**src/rtl/amba_axi4_stream_source_pkg.sv**
```systemverilog
// Shared types, default widths and keep-mask helper for the AXI4-Stream packet source.
// Latency: n/a (declarations only).
// Backpressure: n/a.
package amba_axi4_stream_source_pkg;

  localparam int DEF_DATA_BYTES = 4;
  localparam int DEF_ID_WIDTH   = 4;
  localparam int DEF_DEST_WIDTH = 4;
  localparam int DEF_USER_WIDTH = 1;
  localparam int DEF_LEN_WIDTH  = 8;
  localparam int MAX_DATA_BYTES = 64;

  typedef enum logic {
    IDLE = 1'b0,
    SEND = 1'b1
  } state_t;

  // Width of the "valid bytes minus one" field; a 1-byte bus still needs one bit.
  function automatic int tail_width(input int data_bytes);
    return (data_bytes > 1) ? $clog2(data_bytes) : 1;
  endfunction

  // Bits 0..tail set, the rest clear; callers truncate to their bus width.
  function automatic logic [MAX_DATA_BYTES-1:0] last_keep_mask(input logic [5:0] tail);
    logic [MAX_DATA_BYTES-1:0] m;
    for (int i = 0; i < MAX_DATA_BYTES; i++) begin
      m[i] = (i <= int'(tail));
    end
    return m;
  endfunction

endpackage

```
**src/rtl/amba_axi4_stream_source_pattern.sv**
```systemverilog
// Builds one beat of incrementing-byte payload from seed, beat index and keep mask.
// Latency: combinational, 0 cycles.
// Backpressure: none; the caller registers the result only when a beat is loaded.
module amba_axi4_stream_source_pattern
  import amba_axi4_stream_source_pkg::*;
#(
  parameter int DATA_BYTES = DEF_DATA_BYTES,
  parameter int LEN_WIDTH  = DEF_LEN_WIDTH
) (
  input  logic [7:0]              seed,
  input  logic [LEN_WIDTH-1:0]    beat,
  input  logic [DATA_BYTES-1:0]   keep,
  output logic [DATA_BYTES*8-1:0] data
);

  logic [7:0] base;

  // Byte k of beat n is seed + n*DATA_BYTES + k (mod 256); dropped bytes read as zero.
  always_comb begin
    base = seed + 8'(beat * DATA_BYTES);
    data = '0;
    for (int k = 0; k < DATA_BYTES; k++) begin
      data[k*8 +: 8] = keep[k] ? (base + 8'(k)) : 8'h00;
    end
  end

endmodule

```
**src/rtl/amba_axi4_stream_source.sv**
```systemverilog
// AXI4-Stream packet source: one command in, one packet of cmd_len+1 incrementing beats out.
// Latency: first TVALID one cycle after command accept; one idle cycle between packets.
// Backpressure: TREADY low freezes the current beat indefinitely; cmd_ready only in IDLE.
module amba_axi4_stream_source
  import amba_axi4_stream_source_pkg::*;
#(
  parameter int DATA_BYTES = DEF_DATA_BYTES,
  parameter int ID_WIDTH   = DEF_ID_WIDTH,
  parameter int DEST_WIDTH = DEF_DEST_WIDTH,
  parameter int USER_WIDTH = DEF_USER_WIDTH,
  parameter int LEN_WIDTH  = DEF_LEN_WIDTH,
  localparam int TAIL_W    = tail_width(DATA_BYTES)
) (
  input  logic                    ACLK,
  input  logic                    ARESET,
  input  logic                    cmd_valid,
  output logic                    cmd_ready,
  input  logic [LEN_WIDTH-1:0]    cmd_len,
  input  logic [TAIL_W-1:0]       cmd_tail,
  input  logic [ID_WIDTH-1:0]     cmd_id,
  input  logic [DEST_WIDTH-1:0]   cmd_dest,
  input  logic [USER_WIDTH-1:0]   cmd_user,
  input  logic [7:0]              cmd_seed,
  output logic [DATA_BYTES*8-1:0] TDATA,
  output logic [DATA_BYTES-1:0]   TSTRB,
  output logic [DATA_BYTES-1:0]   TKEEP,
  output logic                    TLAST,
  output logic [ID_WIDTH-1:0]     TID,
  output logic [DEST_WIDTH-1:0]   TDEST,
  output logic [USER_WIDTH-1:0]   TUSER,
  output logic                    TVALID,
  input  logic                    TREADY,
  output logic                    pkt_done
);

  state_t                  state_q, state_d;
  logic [LEN_WIDTH-1:0]    len_q;
  logic [TAIL_W-1:0]       tail_q;
  logic [7:0]              seed_q;
  logic [LEN_WIDTH-1:0]    beat_q;
  logic [LEN_WIDTH-1:0]    next_beat;

  logic                    cmd_fire;
  logic                    advance;
  logic                    last_fire;

  logic                    nxt_is_last;
  logic [7:0]              pat_seed;
  logic [LEN_WIDTH-1:0]    pat_beat;
  logic [DATA_BYTES-1:0]   pat_keep;
  logic [DATA_BYTES*8-1:0] pat_data;

  // Next-state and transfer decode; every output is registered, so TREADY never reaches TVALID combinationally.
  always_comb begin
    state_d   = state_q;
    cmd_fire  = 1'b0;
    advance   = 1'b0;
    last_fire = 1'b0;
    case (state_q)
      IDLE: begin
        if (cmd_valid && cmd_ready) begin
          cmd_fire = 1'b1;
          state_d  = SEND;
        end
      end
      SEND: begin
        if (TVALID && TREADY) begin
          if (TLAST) begin
            last_fire = 1'b1;
            state_d   = IDLE;
          end else begin
            advance = 1'b1;
          end
        end
      end
      default: state_d = IDLE;
    endcase
  end

  // Select what the next loaded beat looks like: beat 0 of a new command, or the following beat of this one.
  always_comb begin
    next_beat   = beat_q + LEN_WIDTH'(1);
    nxt_is_last = cmd_fire ? (cmd_len == '0) : (next_beat == len_q);
    pat_seed    = cmd_fire ? cmd_seed : seed_q;
    pat_beat    = cmd_fire ? '0 : next_beat;
    if (nxt_is_last) begin
      pat_keep = DATA_BYTES'(last_keep_mask(cmd_fire ? 6'(cmd_tail) : 6'(tail_q)));
    end else begin
      pat_keep = {DATA_BYTES{1'b1}};
    end
  end

  amba_axi4_stream_source_pattern #(
    .DATA_BYTES (DATA_BYTES),
    .LEN_WIDTH  (LEN_WIDTH)
  ) u_pattern (
    .seed (pat_seed),
    .beat (pat_beat),
    .keep (pat_keep),
    .data (pat_data)
  );

  // State register.
  always_ff @(posedge ACLK or posedge ARESET) begin
    if (ARESET) begin
      state_q <= IDLE;
    end else begin
      state_q <= state_d;
    end
  end

  // cmd_ready follows IDLE one cycle late, which blocks acceptance in the last-beat cycle and right out of reset.
  always_ff @(posedge ACLK or posedge ARESET) begin
    if (ARESET) begin
      cmd_ready <= 1'b0;
      pkt_done  <= 1'b0;
    end else begin
      cmd_ready <= (state_d == IDLE);
      pkt_done  <= last_fire;
    end
  end

  // Hold the command fields for the whole packet.
  always_ff @(posedge ACLK or posedge ARESET) begin
    if (ARESET) begin
      len_q  <= '0;
      tail_q <= '0;
      seed_q <= '0;
    end else if (cmd_fire) begin
      len_q  <= cmd_len;
      tail_q <= cmd_tail;
      seed_q <= cmd_seed;
    end
  end

  // Beat counter and stream output registers; they only move on accept, handshake, or end of packet.
  always_ff @(posedge ACLK or posedge ARESET) begin
    if (ARESET) begin
      beat_q <= '0;
      TVALID <= 1'b0;
      TLAST  <= 1'b0;
      TDATA  <= '0;
      TKEEP  <= '0;
      TSTRB  <= '0;
      TID    <= '0;
      TDEST  <= '0;
      TUSER  <= '0;
    end else if (cmd_fire) begin
      beat_q <= '0;
      TVALID <= 1'b1;
      TLAST  <= nxt_is_last;
      TDATA  <= pat_data;
      TKEEP  <= pat_keep;
      TSTRB  <= pat_keep;
      TID    <= cmd_id;
      TDEST  <= cmd_dest;
      TUSER  <= cmd_user;
    end else if (advance) begin
      beat_q <= next_beat;
      TLAST  <= nxt_is_last;
      TDATA  <= pat_data;
      TKEEP  <= pat_keep;
      TSTRB  <= pat_keep;
    end else if (last_fire) begin
      beat_q <= '0;
      TVALID <= 1'b0;
      TLAST  <= 1'b0;
      TDATA  <= '0;
      TKEEP  <= '0;
      TSTRB  <= '0;
      TID    <= '0;
      TDEST  <= '0;
      TUSER  <= '0;
    end
  end

endmodule

```
**config.mk**
```make
export PLATFORM = sky130hd
export DESIGN_NAME = amba_axi4_stream_source
export DESIGN_NICKNAME = d
export VERILOG_FILES = /design/src/rtl/amba_axi4_stream_source_pkg.sv /design/src/rtl/amba_axi4_stream_source_pattern.sv /design/src/rtl/amba_axi4_stream_source.sv
export SDC_FILE = /design/constraint.sdc
export NUM_CORES = 1
export LEC_CHECK = 0
export CAP_MARGIN = 20
export CORE_MARGIN = 2
export CORE_UTILIZATION = 54
export DETAILED_ROUTE_END_ITERATION = 12
export GPL_TIMING_DRIVEN = 1
export HOLD_SLACK_MARGIN = 0.03
export MAX_ROUTING_LAYER = met4
export PLACE_DENSITY = 0.89
export RECOVER_POWER = 25
export REMOVE_ABC_BUFFERS = 1
export SLEW_MARGIN = 20
export SYNTH_ARGS = -nofsm -noshare
export SYNTH_HDL_FRONTEND = slang
export SYNTH_SLANG_ARGS = --single-unit
```
**constraint.sdc**
```tcl
create_clock -name ACLK -period 5.05 [get_ports ACLK]
set_clock_uncertainty 0.1 [all_clocks]
set_input_delay 1.515 -clock ACLK [delete_from_list [all_inputs] [get_ports ACLK]]
set_output_delay 1.515 -clock ACLK [all_outputs]
set_load 0.01 [all_outputs]
```
Word level (Yosys, flattened, before mapping)
Index checks and enable logic that the tools add are counted.
- magnitude comparators: 3
- add/sub/neg operators: 5
- bitwise logic cells: 2
- mux-type cells: 37
- equality and inequality tests: 2
- reduce and logical (&&, ||, !) cells: 6
- operators by type and width (kind ; number):
    2-to-1 mux 32 bit ; 3
    2-to-1 mux 8 bit ; 8
    2-to-1 mux 4 bit ; 7
    adder 8 x 1 -> 8 bit (second input constant) ; 2
    adder 8 x 2 -> 8 bit (second input constant) ; 2
    2-to-1 mux 1 bit ; 16
    adder 8 bit ; 1
    equality test 8 bit ; 1
    zero test 8 bit ; 1
    2-to-1 mux 6 bit ; 1
    <= comparator 2 bit (first input constant) ; 2
    nonzero test 3 bit ; 1
    <= comparator 1 x 2 -> 1 bit (first input constant) ; 1
    logical AND 1 bit ; 2
    2-to-1 mux 2 bit ; 1
    != test 2 bit (second input constant) ; 1
    inverter 1 bit ; 2
    one-hot mux 1 bit (2 select lines) ; 1
    AND reduction 2 bit ; 1
    nonzero test 2 bit ; 1
- output and inout bits: 53
- input port bits: 31
- register bits: 76
- logic and storage cells: 69

Longest topological paths before layout
Gate-level depths: netlist of run 1.
- depth after elaboration: 9
- depth in mapped cells: 14
- depth with buffers taken out: 13

By module
From an unflattened synthesis of run 1, not the netlist that was laid out.
- cells, all modules: 379
- area, all modules: 4006.3 µm²
- modules (own cells, without submodules) (module ; seq. area each (µm²) ; cells an instance ; area each (µm²) ; times used):
    amba_axi4_stream_source ; 1901.8 ; 283 ; 3276.9 ; 1
    amba_axi4_stream_source_pattern ; 0.0 ; 96 ; 729.4 ; 1

Worst setup path after synthesis of run 1
OpenSTA, ideal clock, no wires.
- kind: input to register
- start point: input cmd_valid
- end point: register TDATA[15]
- required time: 4867 ps
- arrival: 4281 ps
- cell stages on the path: 13
- buffers on the path: 2
- library setup time: 83 ps
- slack: 586 ps
- cells stage by stage: and2_1 nor2b_1 clkbuf_1 buf_1 nor2_1 ha_1 fa_1 xor2_1 nand3_1 nor2_1 nand3_1 xnor2_1 o21ai_0
- longest elaborated chain between the ends: 9
- elaborated cells on any way between the ends: 15
- those cells by class: 2 x add/sub; 1 x order compare; 10 x mux; 2 x reduce/logical
- RTL lines (what ; line ; RTL):
    start, declared ; amba_axi4_stream_source.sv:16 ; input logic cmd_valid,
    logical AND 1 bit (*) ; amba_axi4_stream_source.sv:61 ; if (cmd_valid && cmd_ready) begin
    2-to-1 mux 1 bit (*) ; amba_axi4_stream_source.sv:61 ;
    2-to-1 mux 1 bit (*) ; amba_axi4_stream_source.sv:59 ; case (state_q)
    2-to-1 mux 8 bit (tied with other cells) ; -- ;
    adder 8 bit / <= comparator 1 x 2 -> 1 bit (equally long branches) ; amba_axi4_stream_source_pattern.sv:20, amba_axi4_stream_source_pkg.sv:27 ;
    adder 8 x 1 -> 8 bit / 2-to-1 mux 4 bit (equally long branches) ; amba_axi4_stream_source_pattern.sv:23, amba_axi4_stream_source.sv:86 ;
    2-to-1 mux 8 bit ; amba_axi4_stream_source_pattern.sv:23 ; data[k*8 +: 8] = keep[k] ? (base + 8'(k)) : 8'h00;
    2-to-1 mux 32 bit ; amba_axi4_stream_source.sv:158 ; end else if (advance) begin
    2-to-1 mux 32 bit ; amba_axi4_stream_source.sv:148 ; end else if (cmd_fire) begin
    end signal, assigned ; amba_axi4_stream_source.sv:152 ; TDATA <= pat_data;
    end signal, assigned ; amba_axi4_stream_source.sv:161 ; TDATA <= pat_data;
    end, declared ; amba_axi4_stream_source.sv:24 ; output logic [DATA_BYTES*8-1:0] TDATA,
Every way passes the cells marked *; elsewhere a longest branch is shown, timed or not.
A chain may end at the register's enable or synchronous reset.

Final worst setup path of run 1
- start point: input cmd_valid
- end point: register TDATA[22]
- longest elaborated chain between the ends: 9
- elaborated cells on any way between the ends: 15
- those cells by class: 2 x add/sub; 1 x order compare; 10 x mux; 2 x reduce/logical
- RTL lines (what ; line):
    logical AND 1 bit (*) ; amba_axi4_stream_source.sv:61
    2-to-1 mux 1 bit (*) ; amba_axi4_stream_source.sv:61
    2-to-1 mux 1 bit (*) ; amba_axi4_stream_source.sv:59
    2-to-1 mux 8 bit (tied with other cells) ; --
    adder 8 bit / <= comparator 2 bit (equally long branches) ; amba_axi4_stream_source_pattern.sv:20, amba_axi4_stream_source_pkg.sv:27
    adder 8 x 2 -> 8 bit / 2-to-1 mux 4 bit (equally long branches) ; amba_axi4_stream_source_pattern.sv:23, amba_axi4_stream_source.sv:86
    2-to-1 mux 8 bit ; amba_axi4_stream_source_pattern.sv:23
    2-to-1 mux 32 bit ; amba_axi4_stream_source.sv:158
    2-to-1 mux 32 bit ; amba_axi4_stream_source.sv:148
Marked as above.

==> results of run 1 <==
sequential cells by signal (all words and copies together) (netlist names):
name	count
pkt_done	1
cmd_ready	1
seed_q	8
TDATA	32
TLAST	1
len_q	8
TDEST	4
TUSER	1
TID	4
state_q	1
tail_q	2
TKEEP	4
beat_q	8
TVALID	1
stage by stage:
stage	utilization	instance area [um^2]	total power, mW	hold slack, ns
final	0.719	4880	3.52	0.393
after global routing	0.719	4880	3.75	0.424
after CTS	0.720	4890	3.52	0.388
after detailed placement	0.685	4660	2.96	0.370
after global placement	0.685	4660	2.87	0.367
after floorplan	-	3650	2.19	0.346
area by class of cell:
class	instances	area, um^2
fill	481	1910
sequential	76	1900
multi-input combinational	294	1710
timing repair buffer	90	876
clock buffer	11	151
tap	96	120
clock inverter	5	82.6
inverter	11	41.3
per-layer routing:
layer / up-vias / part of all wire / GRT usage
met4: 0 / 0.032 / 0.117
met2: 126 / 0.48 / 0.395
met1: 1565 / 0.43 / 0.345
met3: 28 / 0.062 / 0.0566
met5: - / 0 / -
li1: 1488 / - / -
synth_stat cells (4+ instances only):
cell type,instances
ha_1,10
a21oi_1,10
nand2_1,110
clkbuf_1,14
mux2i_1,4
nor2_1,21
and3_1,4
a22o_1,6
nand3_1,19
dfrtp_1,76
buf_4,4
xor2_1,15
nand2b_1,6
o21ai_1,8
xnor2_1,17
inv_1,11
o21ai_0,33
worst max-delay path, stage by stage:
cell and delay [ns]:
clkdlybuf4s50_1 0.49, and2_1 0.15, nor2b_2 0.41, buf_4 0.29, a21oi_1 0.08, ha_1 0.33
a21oi_1 0.10, xnor2_1 0.56, nand4_1 0.28, nor2_1 0.18, xnor2_1 0.13, o21ai_0 0.09
power groups by stage:
stage | clock network [mW] | registers [mW] | logic [mW]
finish | 0.540 | 1.06 | 1.91
CTS | 0.542 | 1.06 | 1.91
detailed placement | 0 | 1.07 | 1.89
floorplan | 0 | 1.13 | 1.07
global placement | 0 | 1.06 | 1.81
global route | 0.570 | 1.09 | 2.09
path summary, 6_finish.rpt:
check / to / slack [ns] / cells past startpoint
worst max register to register: TDATA[22] / 1.82 / 11
worst min register to register: TDATA[9] / 0.39 / 2
max in group asynchronous: beat_q[7] / 1.17 / 3
min in group asynchronous: TDATA[11] / 1.68 / 2
worst min-delay path: TDATA[9] / 0.39 / 2
worst max-delay path: TDATA[22] / 0.57 / 12
logic make-up after synthesis:
group	after synthesis
AO/OA/AOI/OAI	72
flip-flops	76
adder cells (fa/ha/maj)	11
buffers and inverters	35
XOR/XNOR	32
AND/OR/NAND/NOR	175
multiplexers	4
==> metrics.yaml, run 1 <==
status:
  outcome: "finished, violations left"
  violations: "capacitance limit, slew limit"
layout:
  antennaDiodeCount: 0
  final_common_cell: "nand2_1"
  layout.cells.non_filler: 583
  most-common-layout-cells: "nand2_1, clkdlybuf4s50_1, dfrtp_1"
  layout-drive-gt1-share: 0.0595
  syn2layout_area_growth_pct: 29.3
  nNetsFinal: 524
worst_setup_path:
  worstSetupStartpoint: "cmd_valid"
  crit_type: "in2reg"
  worstPathRequired_ns: 5.18
  worstSetupEndpointType: "flip-flop"
  critPathMaxFanout: 16
  arrival_ns: 4.61
  cp-start-kind: "input pin"
  timing.rr.start: "cmd_ready"
logic_synthesis:
  synth-seq-area-share: 0.504
  synth_area_um2: 3770
  yosys.area_share.adder: 0.0384
  yosys.area_share.xor_xnor: 0.0742
  synthMuxAreaShare: 0.0106
  synth_top_area_cell: "dfrtp_1"
  yosysUniqueCellTypes: 41
  yosysTopAreaCellShare: 0.504
  post_synth.cell_area_avg_um2: 9.32
  async_reset_ff_frac: 1.00
  synth_compound_area_frac: 0.122
  synthSimpleGateAreaFrac: 0.206
  synth_area_leaders: "dfrtp_1, nand2_1, o21ai_0"
  synth_top_family_by_area: "simple AND/OR/NAND/NOR gates"
  syn_inst: 405
  ys_warn_count: 0
  synthFlopType: "dfrtp_1"
  synth_edf_count: 0
  synth_seq_cells: 76
floorplanning:
  ioPinCount: 84
  fp.dieW_um: 87.6
  start_util: 0.556
  coreArea_um2: 6790
  die_h_um: 87.6
  fp-row-count: 30
  dieArea_um2: 7680
detailed_routing:
  totalWireLength_um: 9300
  post_drt_via_cell_ratio: 5.50
  post_drt_wl_per_cell_um: 15.9
  drt-initial-drc-count: 207
  postRouteAntennaNets: 0
  drtPass1Iterations: 4
  vias: 3207
  drc: 0
power:
  cellLeakagePower_nw: 2.27
  swShare: 0.413
  ir_drop_uv: 377
  intPower_mw: 2.07
  combPwrFrac: 0.544
  sequentialPowerShare: 0.302
  switching_power_mw: 1.45
  pwr-share-clk: 0.154
  powerDensity_nw_per_um2: 720
grt:
  grt_pass1_wl_um: 15200
  antenna_found_initial: 0
  grt_pass1_vias: 3197
  grt_max_degree: 45
  grt_overflow: 0
  grt_usage: 0.263
worst_hold_path:
  hp-start: "TDATA[9]"
  min_path_type: "reg2reg"
placed_design:
  gp_congestion: 0.881
  dp.cells: 567
  dp_worst_setup_slack_ns: 0.290
  hpwl_um: 6550
  portBuffers: 83
sta:
  tightestPinTransition_ns: 1.62
  slew_headroom: -0.0777
  finalCritPeriodShare: 0.888
  drv_slew: 31
  setup_tns_ns: 0
  fin_ws_ns: 0.568
  hold_viol: 0
  max_freq_ghz: 0.223
  layout_min_cycle_time_ns: 4.48
  rsz0062_at_grt: "no"
  setup_viol: 0
clock_tree:
  cts_max_level: 3
  clk-insertion-delay-late_ns: 0.35
  holdBufCountCts: 0
  cts_sinks: 76
  post_cts.repair.setup_buffers: 0
  cts-buffers-inserted: 9
  clock_path_buffers: 2
  ctsResizeCount: 0
  root_buffer: "clkbuf_8"
  cts_tree: "yes"
  path_clk_slew_ns: 0.08
job:
  drv_cap: 1
Power figures use the tool's default switching activity.
==> run 2: changes to the inputs <==
--- a/config.mk
+++ b/config.mk
@@ -7,7 +7,7 @@
 export LEC_CHECK = 0
 export CAP_MARGIN = 20
 export CORE_MARGIN = 2
-export CORE_UTILIZATION = 54
+export CORE_UTILIZATION = 55
 export DETAILED_ROUTE_END_ITERATION = 12
 export GPL_TIMING_DRIVEN = 1
 export HOLD_SLACK_MARGIN = 0.03
@@ -18,4 +18,5 @@
 export SLEW_MARGIN = 20
 export SYNTH_ARGS = -nofsm -noshare
 export SYNTH_HDL_FRONTEND = slang
+export SYNTH_HIERARCHICAL = 1
 export SYNTH_SLANG_ARGS = --single-unit
==> metrics.yaml, run 2 <==
placed_design:
  portBuffers: 83  # unchanged
  dp_worst_setup_slack_ns: 0.0109  # was 0.290 ns
  post_dp_cell_area_um2: 4920  # was 4660 um^2
  hpwl_um: 6330  # was 6550 um
  gp_congestion: 0.881  # about the same
worst_setup_path:
  cp-start-kind: "input pin"  # unchanged
  critical_path.slowest_cell: "fa_1"  # was xnor2_1
  arrival_ns: 4.81  # was 4.61 ns
  worstPathRequired_ns: 5.19  # was 5.18 ns
  worstSetupEndpointType: "flip-flop"  # unchanged
  max_stage_delay_ns: 0.48  # was 0.56 ns
  critPathMaxFanout: 11  # was 16
  crit_type: "in2reg"  # unchanged
  path_cells: "clkdlybuf4s50_1, and3b_2, buf_4, mux2_2, fa_1, a21o_1, a21oi_1, xnor2_4, nand2_1, or3_1, and3_1, a22o_1"  # was clkdlybuf4s50_1, and2_1, nor2b_2, buf_4, a21oi_1, ha_1, a21oi_1, xnor2_1, nand4_1, nor2_1, xnor2_1, o21ai_0
worst_hold_path:
  min_path_type: "reg2reg"  # unchanged
clock_tree:
  root_buffer: "clkbuf_8"  # unchanged
  cts_tree: "yes"  # unchanged
  clk-insertion-delay-late_ns: 0.35  # about the same
  holdBufCountCts: 0  # unchanged
  cts-buffers-inserted: 9  # unchanged
  post_cts.repair.setup_buffers: 0  # unchanged
  cts_sinks: 76  # unchanged
  ctsResizeCount: 0  # unchanged
  cts_max_level: 3  # unchanged
  path_clk_slew_ns: 0.08  # about the same
  clock_path_buffers: 2  # unchanged
layout:
  multiInputGateArea_um2: 1970  # was 1710 um^2
  largest_reg_flops: 32  # unchanged
  num-fill-cells: 524  # was 481
  nNetsFinal: 504  # was 524
  final_util: 0.713  # was 0.719
  syn2layout_area_growth_pct: 27.5  # was 29.3%
  final_common_cell: "clkdlybuf4s50_1"  # was nand2_1
  layout-drive-gt1-share: 0.116  # was 0.0595
  most-common-layout-cells: "clkdlybuf4s50_1, dfrtp_1, nand2_1"  # was nand2_1, clkdlybuf4s50_1, dfrtp_1
  final_area_um2: 5090  # was 4880 um^2
  regMostFlops: "TDATA"  # unchanged
  antennaDiodeCount: 0  # unchanged
  seq_area_um2: 1900  # unchanged
sta:
  drv_slew: 68  # was 31
  slew_headroom: -0.197  # was -0.0777
  layout_min_cycle_time_ns: 4.67  # was 4.48 ns
  fin_ws_ns: 0.383  # was 0.568 ns
  hold_viol: 0  # unchanged
  max_freq_ghz: 0.214  # was 0.223 GHz
  finalCritPeriodShare: 0.924  # was 0.888
  setup_viol: 0  # unchanged
  tightestPinTransition_ns: 1.80  # was 1.62 ns
  rsz0062_at_grt: "no"  # unchanged
  fin_hold_ws_ns: 0.407  # was 0.393 ns
  setup_tns_ns: 0  # unchanged
detailed_routing:
  drc: 0  # unchanged
  post_drt_via_cell_ratio: 5.55  # was 5.50
  drtPass1Iterations: 5  # was 4
  drt-initial-drc-count: 215  # was 207
  vias: 3141  # was 3207
  postRouteAntennaNets: 0  # unchanged
  post_drt_wl_per_cell_um: 15.5  # was 15.9 um
  totalWireLength_um: 8760  # was 9300 um
power:
  powerDensity_nw_per_um2: 731  # was 720 nW/um^2
  cellLeakagePower_nw: 2.17  # was 2.27 nW
  ir_drop_uv: 403  # was 377 uV
grt:
  grt_pass1_wl_um: 14200  # was 15200 um
  grt_usage: 0.239  # was 0.263
  antenna_found_initial: 0  # unchanged
  grt_pass1_vias: 2990  # was 3197
  grt_overflow: 0  # unchanged
  grt_max_degree: 42  # was 45
floorplanning:
  coreArea_um2: 7140  # was 6790 um^2
  dieArea_um2: 7950  # was 7680 um^2
  start_util: 0.559  # was 0.556
  die_h_um: 89.2  # was 87.6 um
  ioPinCount: 84  # unchanged
  fp-row-count: 31  # was 30
  fp.dieW_um: 89.2  # was 87.6 um
logic_synthesis:
  synth_area_um2: 3990  # was 3770 um^2
  syn_inst: 376  # was 405
  post_synth.cell_area_avg_um2: 10.6  # was 9.32 um^2
  ys_warn_count: 6  # was 0
job:
  drv_cap: 2  # was 1
status:
  outcome: "finished, violations left"  # unchanged
  violations: "capacitance limit, slew limit"  # unchanged
## run 2: cell type report
type | instances | share of cell area
Multi-Input combinational cell | 276 | 0.388
Timing Repair Buffer | 91 | 0.174
Clock inverter | 6 | 0.00935
Inverter | 8 | 0.00590
Tap cell | 99 | 0.0243
Clock buffer | 10 | 0.0251
Sequential cell | 76 | 0.374
## run 2: final timing paths
kind,cells after the start,from,end,slack [ns]
setup reg to reg,11,state_q,TDATA[31],1.55
hold / removal,1,TDATA[17],TDATA[17],0.41
hold reg to reg,1,TDATA[17],TDATA[17],0.41
setup / recovery,12,cmd_valid,TDATA[31],0.38
max in group asynchronous,3,ARESET,beat_q[0],1.32
min in group asynchronous,2,ARESET,TDEST[3],1.50
## run 2: worst max-delay path: cells and delay by family
kind	cells	cell delay [ns]
AND/OR/NAND/NOR	4	0.85
buffers and inverters	2	0.66
XOR/XNOR	1	0.21
multiplexers	1	0.39
AO/OA/AOI/OAI	3	0.72
adder cells (fa/ha/maj)	1	0.48
## run 2: power by group
group | leakage (nW) | internal, mW | total [mW] | switching, mW
sequential | 0.957 | 0.879 | 1.05 | 0.172
combinational | 1.14 | 1.17 | 2.25 | 1.08
clock | 0.0755 | 0.182 | 0.419 | 0.237
## run 2: through the flow
| step | total power, mW | std cells |
|---|---|---|
| 2_1_floorplan | 2.52 | 360 |
| 3_3_place_gp | 3.23 | 550 |
| 3_5_place_dp | 3.30 | 550 |
| 4_1_cts | 3.73 | 566 |
| 5_1_grt | 3.99 | 566 |
| 6_report | 3.72 | 566 |
## run 2: layer usage
metal  up-vias  wire (um)  GRT usage
met5         -          0          -
met1      1537       3860      0.316
met4         0        265     0.0977
met2       105       4210      0.374
li1       1476          -          -
met3        23        428     0.0305
